$ cat config.mk
export PLATFORM = sky130hd
export DESIGN_NAME = screen_scanner
export DESIGN_NICKNAME = d
export VERILOG_FILES = /design/src/rtl/screen_scanner_pkg.sv /design/src/rtl/screen_scanner_pixel_shifter.sv /design/src/rtl/screen_scanner.sv
export SDC_FILE = /design/constraint.sdc
export NUM_CORES = 1
export LEC_CHECK = 0
export BUFFER_PORTS_ARGS = -buffer_cell sky130_fd_sc_hd__buf_2
export CORE_AREA = 3 3 130 101
export DETAILED_ROUTE_END_ITERATION = 10
export DIE_AREA = 0 0 133 104
export GPL_TIMING_DRIVEN = 0
export HOLD_SLACK_MARGIN = 0.08
export SYNTH_ARGS = -nofsm -noshare
export SYNTH_HDL_FRONTEND = slang
export SYNTH_SLANG_ARGS = --single-unit
export TNS_END_PERCENT = 20
$ cat constraint.sdc
create_clock -name clock -period 3.27 [get_ports clock]
set_clock_uncertainty 0.2 [all_clocks]
set_input_delay 0.327 -clock clock [delete_from_list [all_inputs] [get_ports clock]]
set_output_delay 0.327 -clock clock [all_outputs]
set_load 0.05 [all_outputs]
$ cat src/rtl/screen_scanner_pkg.sv
// Shared timing constants, stage types and address helper for the monochrome
// screen scanner.
package screen_scanner_pkg;

  localparam int DEF_H_ACTIVE = 512;
  localparam int DEF_H_TOTAL  = 640;
  localparam int DEF_V_ACTIVE = 256;
  localparam int DEF_V_TOTAL  = 288;
  localparam int DEF_HS_START = 528;
  localparam int DEF_HS_LEN   = 64;
  localparam int DEF_VS_START = 264;
  localparam int DEF_VS_LEN   = 4;

  localparam int WORDS_PER_ROW = 32;
  localparam int PIPE_LAT      = 3;
  localparam int ADDR_W        = 13;
  localparam int WORD_W        = 16;

  typedef struct packed {
    logic hs;
    logic vs;
    logic fs;
  } sync_t;

  // Screen word holding pixel (col, row); 16 pixels per word, LSB leftmost.
  function automatic logic [ADDR_W-1:0] word_addr(input int unsigned row,
                                                  input int unsigned col);
    int unsigned a;
    a = row * WORDS_PER_ROW + col / WORD_W;
    return a[ADDR_W-1:0];
  endfunction

endpackage

$ cat src/rtl/screen_scanner_pixel_shifter.sv
// 16-bit load/shift-right register; a load wins over a shift in the same cycle.
module pixel_shifter
  import screen_scanner_pkg::*;
#(
  parameter int DATA_W = WORD_W
) (
  input  logic              clock,
  input  logic              reset,
  input  logic              load,
  input  logic              shift,
  input  logic [DATA_W-1:0] din,
  output logic              lsb
);

  logic [DATA_W-1:0] sreg;

  always_ff @(posedge clock) begin
    if (reset)      sreg <= '0;
    else if (load)  sreg <= din;
    else if (shift) sreg <= sreg >> 1;
  end

  assign lsb = sreg[0];

endmodule

$ cat src/rtl/screen_scanner.sv
// Raster scanner: walks the frame, fetches screen words one cycle ahead and
// serialises them into a 3-cycle aligned pixel/sync output pipeline.
module screen_scanner
  import screen_scanner_pkg::*;
#(
  parameter int H_ACTIVE = DEF_H_ACTIVE,
  parameter int H_TOTAL  = DEF_H_TOTAL,
  parameter int V_ACTIVE = DEF_V_ACTIVE,
  parameter int V_TOTAL  = DEF_V_TOTAL,
  parameter int HS_START = DEF_HS_START,
  parameter int HS_LEN   = DEF_HS_LEN,
  parameter int VS_START = DEF_VS_START,
  parameter int VS_LEN   = DEF_VS_LEN
) (
  input  logic              clock,
  input  logic              reset,
  input  logic              enable,
  output logic [ADDR_W-1:0] scr_addr,
  input  logic [WORD_W-1:0] scr_data,
  output logic              pixel,
  output logic              pixel_valid,
  output logic              hsync,
  output logic              vsync,
  output logic              frame_start,
  output logic [15:0]       frame_count
);

  localparam int HW = $clog2(H_TOTAL);
  localparam int VW = $clog2(V_TOTAL);

  logic [HW-1:0] h, h_nxt;
  logic [VW-1:0] v, v_nxt;
  logic          h_last, v_last;
  logic          act_c, ld_c, nxt_ld;
  sync_t         sync_c;

  logic          vld_p0, ld_p0;
  sync_t         sync_p0;
  logic          vld_p1;
  sync_t         sync_p1;
  logic          lsb_p1;

  assign h_last = (h == HW'(H_TOTAL - 1));
  assign v_last = (v == VW'(V_TOTAL - 1));

  // Next scan position; a held scan parks at (0, 0) so a restart begins there.
  always_comb begin
    h_nxt = '0;
    v_nxt = '0;
    if (enable) begin
      h_nxt = h_last ? '0 : h + HW'(1);
      v_nxt = v;
      if (h_last) v_nxt = v_last ? '0 : v + VW'(1);
    end
  end

  always_comb begin
    act_c     = enable && (32'(h) < H_ACTIVE) && (32'(v) < V_ACTIVE);
    ld_c      = act_c && (h[3:0] == 4'd0);
    sync_c.hs = enable && (32'(h) >= HS_START) && (32'(h) < HS_START + HS_LEN);
    sync_c.vs = enable && (32'(v) >= VS_START) && (32'(v) < VS_START + VS_LEN);
    sync_c.fs = enable && (h == '0) && (v == '0);
    nxt_ld    = (32'(h_nxt) < H_ACTIVE) && (32'(v_nxt) < V_ACTIVE) &&
                (h_nxt[3:0] == 4'd0);
  end

  always_ff @(posedge clock) begin
    if (reset) begin
      h           <= '0;
      v           <= '0;
      frame_count <= '0;
    end else begin
      h <= h_nxt;
      v <= v_nxt;
      if (enable && h_last && v_last) frame_count <= frame_count + 16'd1;
    end
  end

  // Address runs one position ahead of the counters so the word is back from
  // memory by the time the word's first column reaches the load stage.
  always_ff @(posedge clock) begin
    if (reset)       scr_addr <= '0;
    else if (nxt_ld) scr_addr <= word_addr(32'(v_nxt), 32'(h_nxt));
  end

  // ---- stage p0: position flags registered; scr_data for ld_p0 arrives now
  always_ff @(posedge clock) begin
    if (reset) begin
      vld_p0  <= 1'b0;
      ld_p0   <= 1'b0;
      sync_p0 <= '0;
    end else begin
      vld_p0  <= act_c;
      ld_p0   <= ld_c;
      sync_p0 <= sync_c;
    end
  end

  // ---- stage p1: word loaded into / shifted through the serialiser
  pixel_shifter #(
    .DATA_W(WORD_W)
  ) u_shifter (
    .clock(clock),
    .reset(reset),
    .load (ld_p0),
    .shift(vld_p0),
    .din  (scr_data),
    .lsb  (lsb_p1)
  );

  always_ff @(posedge clock) begin
    if (reset) begin
      vld_p1  <= 1'b0;
      sync_p1 <= '0;
    end else begin
      vld_p1  <= vld_p0;
      sync_p1 <= sync_p0;
    end
  end

  // ---- stage p2: registered outputs
  always_ff @(posedge clock) begin
    if (reset) begin
      pixel       <= 1'b0;
      pixel_valid <= 1'b0;
      hsync       <= 1'b0;
      vsync       <= 1'b0;
      frame_start <= 1'b0;
    end else begin
      pixel       <= vld_p1 & lsb_p1;
      pixel_valid <= vld_p1;
      hsync       <= sync_p1.hs;
      vsync       <= sync_p1.vs;
      frame_start <= sync_p1.fs;
    end
  end

endmodule

* Word-level counts from Yosys, hierarchy flattened *
Index checks and enable logic that the tools add are counted.
W data, S select, Z words.

operators by class
  $add $sub $neg = 4
  $lt $le $gt $ge = 8
  equality and inequality tests = 2
  multiplexer cells = 7
  bitwise logic cells = 1
  reductions and logical operators = 18

operator list
  operator                 count
  $mux W16                 2
  $lt A10 B10 Y1 const B   3
  $lt A9 B9 Y1 const B     3
  $mux W9                  3
  $mux W10                 2
  $add A16 B1 Y16 const B  1
  $add A13 B6 Y13          1
  $logic_and A1 B1 Y1      13
  $add A10 B1 Y10 const B  1
  $eq A10 B10 Y1 const B   1
  $ge A10 B10 Y1 const B   1
  $logic_not A10 Y1        1
  $add A9 B1 Y9 const B    1
  $eq A9 B9 Y1 const B     1
  $ge A9 B9 Y1 const B     1
  $logic_not A9 Y1         1
  $logic_not A4 Y1         2
  $reduce_bool A2 Y1       1
  $and A1 B1 Y1            1

word-level totals
  flip-flop bits (word level) = 78
  output and inout port bits = 34

* Longest topological paths before layout *
Gate-level depths: netlist of the first run.

  depth in word-level cells = 7
  mapped depth = 12
  mapped depth without buffers = 11

* Modules after synthesis *
A second synthesis of the first run with hierarchy kept.

second synthesis, totals
  cell total of the unflattened synthesis = 406
  area total of the unflattened synthesis = 3691.0 um^2

by module, submodules not included
  module          instances  cells each  area each (um^2)  seq. area each (um^2)
  screen_scanner  1          335         2926.6            1241.2
  pixel_shifter   1          71          764.5             320.3

* Worst setup path after synthesis of the first run *
No wires, ideal clock.

  path type = register -> register
  from = reg h[3]
  to = reg scr_addr[12]
  data arrival time = 2.676 ns
  path slack = 0.251 ns
  cell stages (with the launch flop) = 12
  buffers on the path = 2
  cell sequence = dfxtp_1 -> clkbuf_8 -> nand4_1 -> clkbuf_1 -> or4_1 -> and2_1 -> nor2_1 -> ha_1 -> nand2_1 -> or4_4 -> o311ai_0 -> o221ai_1

between the ends
  cells in the longest elaborated chain, start to end = 6
  elaborated cells between the ends (all ways) = 12
  those cells by class = add/sub (2); order compare (2); eq/ne (1); mux (4); reduce/logical (3)

ends and longest elaborated chain
  element                                                   RTL line                                    source
  start, declared                                           screen_scanner.sv:31                        logic [HW-1:0] h, h_nxt;
  start signal, assigned                                    screen_scanner.sv:73                        h <= h_nxt;
  $add A10 B1 Y10 / $eq A10 B10 Y1 (equally long branches)  screen_scanner.sv:51, screen_scanner.sv:43
  $mux W10 (*)                                              screen_scanner.sv:51                        h_nxt = h_last ? '0 : h + HW'(1);
  $mux W10 (*)                                              screen_scanner.sv:50                        if (enable) begin
  via h_nxt[9]                                              screen_scanner.sv:31
  $lt A10 B10 Y1                                            screen_scanner.sv:63                        nxt_ld = (32'(h_nxt) < H_ACTIVE) && (32'(v_nxt) < V_ACTIVE) &&
  $logic_and A1 B1 Y1 (2 in series)                         screen_scanner.sv:63
  end signal, assigned                                      screen_scanner.sv:83                        else if (nxt_ld) scr_addr <= word_addr(32'(v_nxt), 32'(h_nxt));
  end, declared                                             screen_scanner.sv:18                        output logic [ADDR_W-1:0] scr_addr,

The timed path passes the listed nets; every way through them passes the cells marked *.
A chain may end at the register's enable or synchronous reset.

* Worst setup path in the final report of the first run *
Ends and elaborated chain as after synthesis.

==> results of run 1 <==
logic make-up (layout without fill, tap and decap cells):
group | count (synthesis) | after routing | share of synthesized area [%]
and+or+nand+nor | 197 | 197 | 27.73
DFF | 78 | 78 | 42.56
AOI/OAI and AO/OA | 45 | 45 | 7.708
buffers and inverters | 34 | 120 | 5.696
xor gates and xnor gates | 32 | 32 | 7.640
muxes | 23 | 23 | 6.276
adders and majority gates | 7 | 7 | 2.387
flip-flops by register name, indices dropped and copies added (netlist names), 3 cells and up:
register / cells
sync_p1: 3
h: 10
v: 9
frame_count: 16
u_shifter.sreg: 16
scr_addr: 13
sync_p0: 3
metal layers:
metal / up-vias / global-route usage (%) / part of all wire [%]
met5: - / 0 / 0
met4: 0 / 3.709 / 0.48
met3: 4 / 4.110 / 6.2
met2: 79 / 19.86 / 43
met1: 1488 / 19.03 / 51
li1: 1598 / - / -
final timing paths:
check                 endpoint  slack [ns]  cells after the start
hold reg to reg          hsync        0.23                      1
setup reg to reg  scr_addr[12]        0.17                     11
setup / recovery  scr_addr[12]        0.17                     11
hold / removal            h[5]        0.22                      3
layout make-up:
class                   count  area [µm²]
fillers                  1191        7367
inverters                  11       41.29
repair buffers             70       440.4
well taps                 166       207.7
multi-input cells         304        1923
clock inverters             7       97.59
flip-flops and latches     78        1562
plain buffers              23       178.9
clock buffers               9       225.2
synthesized netlist by cell type, types with 7 or more instances:
library cell	instances
sky130_fd_sc_hd__nand4_1	7
sky130_fd_sc_hd__dfxtp_1	78
sky130_fd_sc_hd__a21oi_1	24
sky130_fd_sc_hd__nor3_1	17
sky130_fd_sc_hd__xnor2_1	21
sky130_fd_sc_hd__nand3_1	20
sky130_fd_sc_hd__xor2_1	11
sky130_fd_sc_hd__mux2i_1	23
sky130_fd_sc_hd__nor2_1	74
sky130_fd_sc_hd__nor2b_1	14
sky130_fd_sc_hd__or3_1	7
sky130_fd_sc_hd__clkbuf_1	13
sky130_fd_sc_hd__nand2_1	16
sky130_fd_sc_hd__inv_1	11
sky130_fd_sc_hd__nor4_1	11
sky130_fd_sc_hd__ha_1	7
power by group through the flow:
stage	Combinational, mW	Clock, mW	Sequential, mW
3_3_place_gp	0.120	0	0.997
3_5_place_dp	0.121	0	0.998
6_report	0.136	1.07	0.976
2_1_floorplan	0.0745	0	1.01
4_1_cts	0.137	1.10	0.976
5_1_grt	0.152	1.13	0.978
critical path, delay by kind of cell, from the launching register on:
kind	cells	cell delay, ns
fa+ha+maj	1	0.19
simple gates	7	1.82
compound gates	1	0.17
buf+inv	2	0.32
flops	1	0.32
through the flow:
| stage | hold slack (ns) | cells |
|---|---|---|
| 2_1_floorplan | 0.2138 | 416 |
| 3_3_place_gp | 0.2235 | 633 |
| 3_5_place_dp | 0.2212 | 633 |
| 4_1_cts | 0.2150 | 666 |
| 5_1_grt | 0.2508 | 668 |
| 6_report | 0.2242 | 668 |
timing repair:
action | CTS | global route
hold buffers | 17 | 0
gates cloned | 0 | 0
resized for setup | 4 | 6
endpoints found under the setup margin | 4 | 5
pin swaps | 0 | 1
hold endpoints to repair | 17 | 0
setup buffers | 0 | 2
==> flow_results.org, run 1 <==
** Floorplan
- For this configuration, the core starts out at a cell density of 30.46%.
- Horizontal extent of the die :: 133 µm
- Site row count :: 35
- Pin placement for this block handled 53 I/O pins.
- Total die area :: 0.01383 mm²
- Core Region :: 0.01204 mm²
- Die Height :: 104 µm

** Yosys
- In the synthesized netlist, the number of instances is 416.
- The synthesized design devotes to its leading area cell type 42.56% of total area.
- Prevailing post-synth register cell :: sky130_fd_sc_hd__dfxtp_1
- Synth warnings :: 0
- Post-synthesis sequential area ratio :: 42.56%
- A synthesized cell averages 8.819 µm².
- Number of synthesized register bits :: 78
- Top area cells in the synthesized netlist :: sky130_fd_sc_hd__dfxtp_1 (43%), sky130_fd_sc_hd__nor2_1 (7.6%), sky130_fd_sc_hd__mux2i_1 (6.3%), sky130_fd_sc_hd__xnor2_1 (5.0%), sky130_fd_sc_hd__a21oi_1 (3.3%)
- Cell Area, Synth :: 0.003669 mm²
- EDFF count, synth :: 0
- Of all cell types, the one taking the most synthesized area is sky130_fd_sc_hd__dfxtp_1.
- Synth async-reset ratio :: 0%
- Distinct cells, synth :: 48
- When the netlist entered floorplanning its net count stood at 442.

** Clock tree
- For this design, the sink count on the clock tree is 78.
- TritonCTS built the clock tree.
- In this run the clock root is driven by a sky130_fd_sc_hd__clkbuf_16.
- The clock tree synthesis step divided the H-tree into 3 levels.
- Clock latency on the worst-skew pair, taken at its later pin, is 0.33 ns.
- Counting along the longest clock path gives a buffer depth of 2.
- Clock transition time at the flip-flop clock pins of the worst setup and hold paths :: 0.06 ns
- Counting the buffers created by CTS gives 9.

** Power
- Internal Dissipation :: 1.697 mW
- IR analysis of the VDD net gives a maximum drop of 0.0002271 V.
- Switching Fraction :: 22.26%
- For this design the static power due to leakage is 1.868 nW.
- The design draws 2.183 mW.
- For this design the ratio of total power to cell area is 466.9 mW/mm².
- The share of total power dissipated in combinational logic is 6.3%.
- Registers are responsible for 44.7% of the overall power.
- Relative contribution of the clock network to total power :: 49.0%
- Switching power summed over all nets :: 0.4859 mW

** Setup path
- Critical path class :: reg -> reg
- The startpoint identified for the worst register-to-register timing path is h[3].
- CP required :: 3.32 ns
- Along the worst path, the maximum fanout reaches 8.
- Data on the critical path arrives at its endpoint at 3.16 ns.
- STA classifies the critical path startpoint as a flop.
- Walking the worst path, the cells encountered are clkbuf_8 -> nand4_1 -> buf_8 -> or4_1 -> and2_4 -> nor2_1 -> ha_2 -> nand2_1 -> or4_4 -> or3_1 -> o221ai_1.
- Cell with the largest stage delay on the worst path :: sky130_fd_sc_hd__or4_1
- Critical path origin :: h[3]
- Crit. End Element :: flop
- Critical path's largest stage delay :: 0.53 ns

** Drt
- Final ANT Viol Nets :: 0
- Iteration count of the initial detailed-routing pass :: 5
- The detailed router finished its first iteration with 249 violations.
- After detailed routing, the number of remaining DRC violations is 0.
- Using the TritonRoute via totals, the vias-per-cell ratio works out to 4.744.
- Total via count in the routed design :: 3169
- Wires add up to 8835 µm.
- Dividing the detail-routed wire length by the instance count gives 13.23 µm.

** Place
- Port-buffer cells :: 51
- Setup slack at placement :: -0.1117 ns
- The HPWL after detailed placement is 6500 µm.
- Post-detailed-placement cell area :: 0.004131 mm²
- At the end of routability-driven placement, the weighted congestion stood at 0.8862.

** Global route
- The number of global-route vias before repair is 3110.
- Global routing used 13.48% of the available tracks.
- For this run the aggregate overflow at the end of global routing stands at 0.
- Initial antenna violation count :: 0
- Global-route wire length before repair :: 15410 µm
- Maximum number of pins on one net before global-route repair :: 15

** Finish
- Antenna cells :: 0
- Final net count :: 523
- In the layout the commonest cells are sky130_fd_sc_hd__dfxtp_1 (78), sky130_fd_sc_hd__nor2_1 (74), sky130_fd_sc_hd__buf_2 (51).
- Layout cell share with drive strength beyond 1 :: 18.73%
- Post-route cell area :: 0.004676 mm²
- Relative area change from synthesis to final layout :: 27.46%
- Commonest non-fill, non-tap cell in the layout :: sky130_fd_sc_hd__dfxtp_1
- Once layout is complete, the utilization of the core stands at 38.83%.

** Min path
- Classification of the worst-slack hold path :: in -> reg
- In this run the most critical hold path is launched from enable.

** Timing
- Final worst setup slack :: 0.1675 ns
- Derived from the worst setup path, the maximum achievable clock frequency is 322.3 MHz.
- Slew Limit Headroom :: 59.84%
- Post-Route Setup TNS :: 0 ns
- Slew Limit Fails :: 0
- Setup repair after global routing left no endpoint under its margin.
- The worst path uses 94.88% of the clock period.
- Slew at the pin with the worst max-slew slack :: 0.6024 ns
- Number of setup violations in the final report :: 0
- The total count of hold-check failures in the final report is 0.
- Clock period minus final worst setup slack :: 3.102 ns

** Run status
- The flow ran to the end, and the final reports show no timing, DRC or antenna violations.

** Run
- Across the run, the number of max-cap violations was 0.
Power figures use the tool's default switching activity.
==> run 2: changes to the inputs <==
Settings changed: SETUP_SLACK_MARGIN set to 0.5.
==> run 2 against run 1 <==
  * Cell area up 2.3%
  * Sequential cell count unchanged
  * Non-clock buffer count up 7
  * Die area unchanged
  * Via count up 2.2%
  * Largest power group is now registers
==> flow_results.org, run 2 (same netlist as run 1, synthesis figures left out) <==
** Setup path
- Crit. End Element :: flop (unchanged)
- The critical path class is reg -> reg (unchanged).
- Crit path max fanout :: 3 (was 8)
- The register-to-register path setup slack came to 0.41 ns (was 0.17 ns).
- Worst EP arrival :: 2.93 ns (was 3.16 ns)
- CP required :: 3.34 ns (was 3.32 ns)
- Startpoint Class :: flop (unchanged)

** Drt
- Met3 routed wirelength :: 504 µm (was 546 µm)
- The wire length on met1 was 4867 µm (was 4468 µm).
- The average routed wire per standard cell came to 14.11 µm (was 13.23 µm).
- DR iter-0 viols :: 277 (was 249)
- The sum of met2 wire segment lengths after detailed routing is 4084 µm (was 3778 µm).
- The total routed wirelength was 9526 µm (was 8835 µm).
- Final ANT Viol Nets :: 0 (unchanged)
- Iteration count of the initial detailed-routing pass :: 5 (unchanged)
- The post-detailed-route DRC marker count is 0 (unchanged).
- The via count normalized by instance count is 4.797 (was 4.744).
- Total via count in the routed design :: 3238 (was 3169)
- Uppermost layer routed :: met4 (unchanged)

** Floorplan
- Site row count :: 35 (unchanged)
- The die area was 0.01383 mm² (unchanged).
- The initial core utilization is 30.46% (unchanged).
- Number of top-level pins :: 53 (unchanged)
- Die Height :: 104 µm (unchanged)
- The area of the placeable core was 0.01204 mm² (unchanged).
- The horizontal die dimension is 133 µm (unchanged).

** Timing
- The final worst-path cycle share came to 87.46% (was 94.88%).
- The setup violation total in the final timing report is 0 (unchanged).
- The relative slew slack is 60.17% (was 59.84%).
- The top achievable clock speed came to 349.7 MHz (was 322.3 MHz).
- The max-slew violation count is 0 (unchanged).
- The final period demand of the worst path was 2.860 ns (was 3.102 ns).
- Final worst setup slack :: 0.4101 ns (was 0.1675 ns)
- The total count of hold-check failures in the final report was 0 (unchanged).
- Unrepaired setup endpoints after global routing :: yes (was no)
- Post-Route Setup TNS :: 0 ns (unchanged)
- The pin slew with the least headroom to its limit came to 0.5975 ns (was 0.6024 ns).

** Min path
- The path type of the worst min-delay path was in -> reg (unchanged).

** Global route
- The first-pass GRT wire length is 15590 µm (was 15410 µm).
- The initial antenna violation count was 0 (unchanged).
- The number of global-route vias before repair is 3068 (was 3110).
- The aggregate global-route resource usage was 13.89% (was 13.48%).
- The leftover overflow at the end of global routing came to 0 (unchanged).
- The maximum number of pins on one net before global-route repair is 14 (was 15).

** Finish
- The antenna cell count was 0 (unchanged).
- Relative area change from synthesis to final layout :: 30.42% (was 27.46%)
- Commonest non-fill, non-tap cell in the layout :: sky130_fd_sc_hd__nor2_1 (was sky130_fd_sc_hd__dfxtp_1)
- Most frequent cells in the layout: sky130_fd_sc_hd__nor2_1 (73), sky130_fd_sc_hd__dfxtp_1 (68), sky130_fd_sc_hd__buf_2 (52) (was sky130_fd_sc_hd__dfxtp_1 (78), sky130_fd_sc_hd__nor2_1 (74), sky130_fd_sc_hd__buf_2 (51)).
- The ratio of cells with drive above 1 in the final layout came to 24.17% (was 18.73%).
- The total of fill cells in the finished design came to 1215 (was 1191).
- Final net count :: 530 (was 523)
- Top flop regs :: frame_count: 16 flops, u_shifter.sreg: 16 flops, scr_addr: 13 flops (unchanged)

** Place
- Final Wtd Congestion :: 0.9029 (was 0.8862)
- Setup slack at placement :: -0.03657 ns (was -0.1117 ns)
- The placed wire-length estimate after detailed placement is 6521 µm (was 6500 µm).
- Port-buffer cells :: 51 (unchanged)

** Run status
- Run status :: completed (unchanged)

** Clock tree
- Insertion delay to the later sink of the worst-skew pair :: 0.34 ns (was 0.33 ns)
- The maximum root-to-sink buffer count is 2 (unchanged).
- Clock transition time at the flip-flop clock pins of the worst setup and hold paths :: 0.06 ns (about the same)
- The number of H-tree levels is 3 (unchanged).
- CTS Sinks :: 78 (unchanged)
- Clock root buffer master :: sky130_fd_sc_hd__clkbuf_16 (unchanged)
- CTS tree :: done (unchanged)
- The TritonCTS buffer count came to 9 (unchanged).

** Power
- Power per Cell Area :: 430.9 mW/mm² (was 466.9 mW/mm²)
- Worst ir drop on vdd :: 0.0002278 V (was 0.0002271 V)
- The leakage power summed over all cells came to 1.912 nW (was 1.868 nW).

** Run
- Max-Cap Viols :: 0 (unchanged)
-- run 2: metal layers --
| layer | GRT usage (%) | vias up |
|---|---|---|
| li1 | - | 1608 |
| met1 | 20.32 | 1528 |
| met2 | 19.96 | 92 |
| met3 | 4.110 | 10 |
| met4 | 3.190 | 0 |
| met5 | 0 | - |
-- run 2: area by class of cell --
type / instances / area [µm²] / share of cell area (%)
plain buffers: 23 / 177.7 / 3.713
repair buffers: 77 / 490.5 / 10.25
multi-input cells: 304 / 2012 / 42.05
well taps: 166 / 207.7 / 4.341
inverters: 11 / 41.29 / 0.8630
clock inverters: 5 / 33.78 / 0.7061
flip-flops and latches: 78 / 1579 / 33.00
clock buffers: 11 / 242.7 / 5.073
-- run 2: worst max-delay path, cell delays in order, from the launching register on --
cell and delay (ns):
sky130_fd_sc_hd__dfxtp_2 0.32, sky130_fd_sc_hd__clkbuf_8 0.11, sky130_fd_sc_hd__nand4_1 0.13, sky130_fd_sc_hd__clkbuf_8 0.17, sky130_fd_sc_hd__or4_4 0.43, sky130_fd_sc_hd__and2_4 0.16
sky130_fd_sc_hd__nor2_2 0.08, sky130_fd_sc_hd__ha_2 0.19, sky130_fd_sc_hd__nand2_1 0.07, sky130_fd_sc_hd__or4_4 0.46, sky130_fd_sc_hd__or3_1 0.34, sky130_fd_sc_hd__o221ai_2 0.13
-- run 2: path summary, 6_finish.rpt --
| check | from | endpoint | cells past startpoint |
|---|---|---|---|
| max | h[2] | scr_addr[12] | 11 |
| min | enable | h[7] | 3 |
| max reg2reg | h[2] | scr_addr[12] | 11 |
| min reg2reg | sync_p1[1] | vsync | 1 |
-- run 2: through the flow --
step                area [µm²]  hold slack, ns  util [%]  cells  power (mW)
finish                    4785          0.1965     39.73    675       2.062
global route              4785          0.2136     39.73    675       2.135
CTS                       4723          0.1783     39.22    675       2.070
detailed placement        4144          0.2220     34.41    633       1.120
global placement          4144          0.2209     34.41    633       1.118
floorplan                 3681          0.2138         -    416       1.080
-- run 2: report_power, final --
group | switching (mW) | internal, mW | total (mW)
Combinational | 0.0850 | 0.0624 | 0.147
Sequential | 0.00975 | 0.966 | 0.976
Clock | 0.404 | 0.535 | 0.938
-- run 2: what timing repair did --
item	4_1_cts	5_1_grt
gates cloned	1	0
gates resized for setup	18	14
setup buffers	8	0
pin swaps	4	5
endpoints found under the hold margin	17	0
hold buffers	17	0
endpoints found under the setup margin	21	23
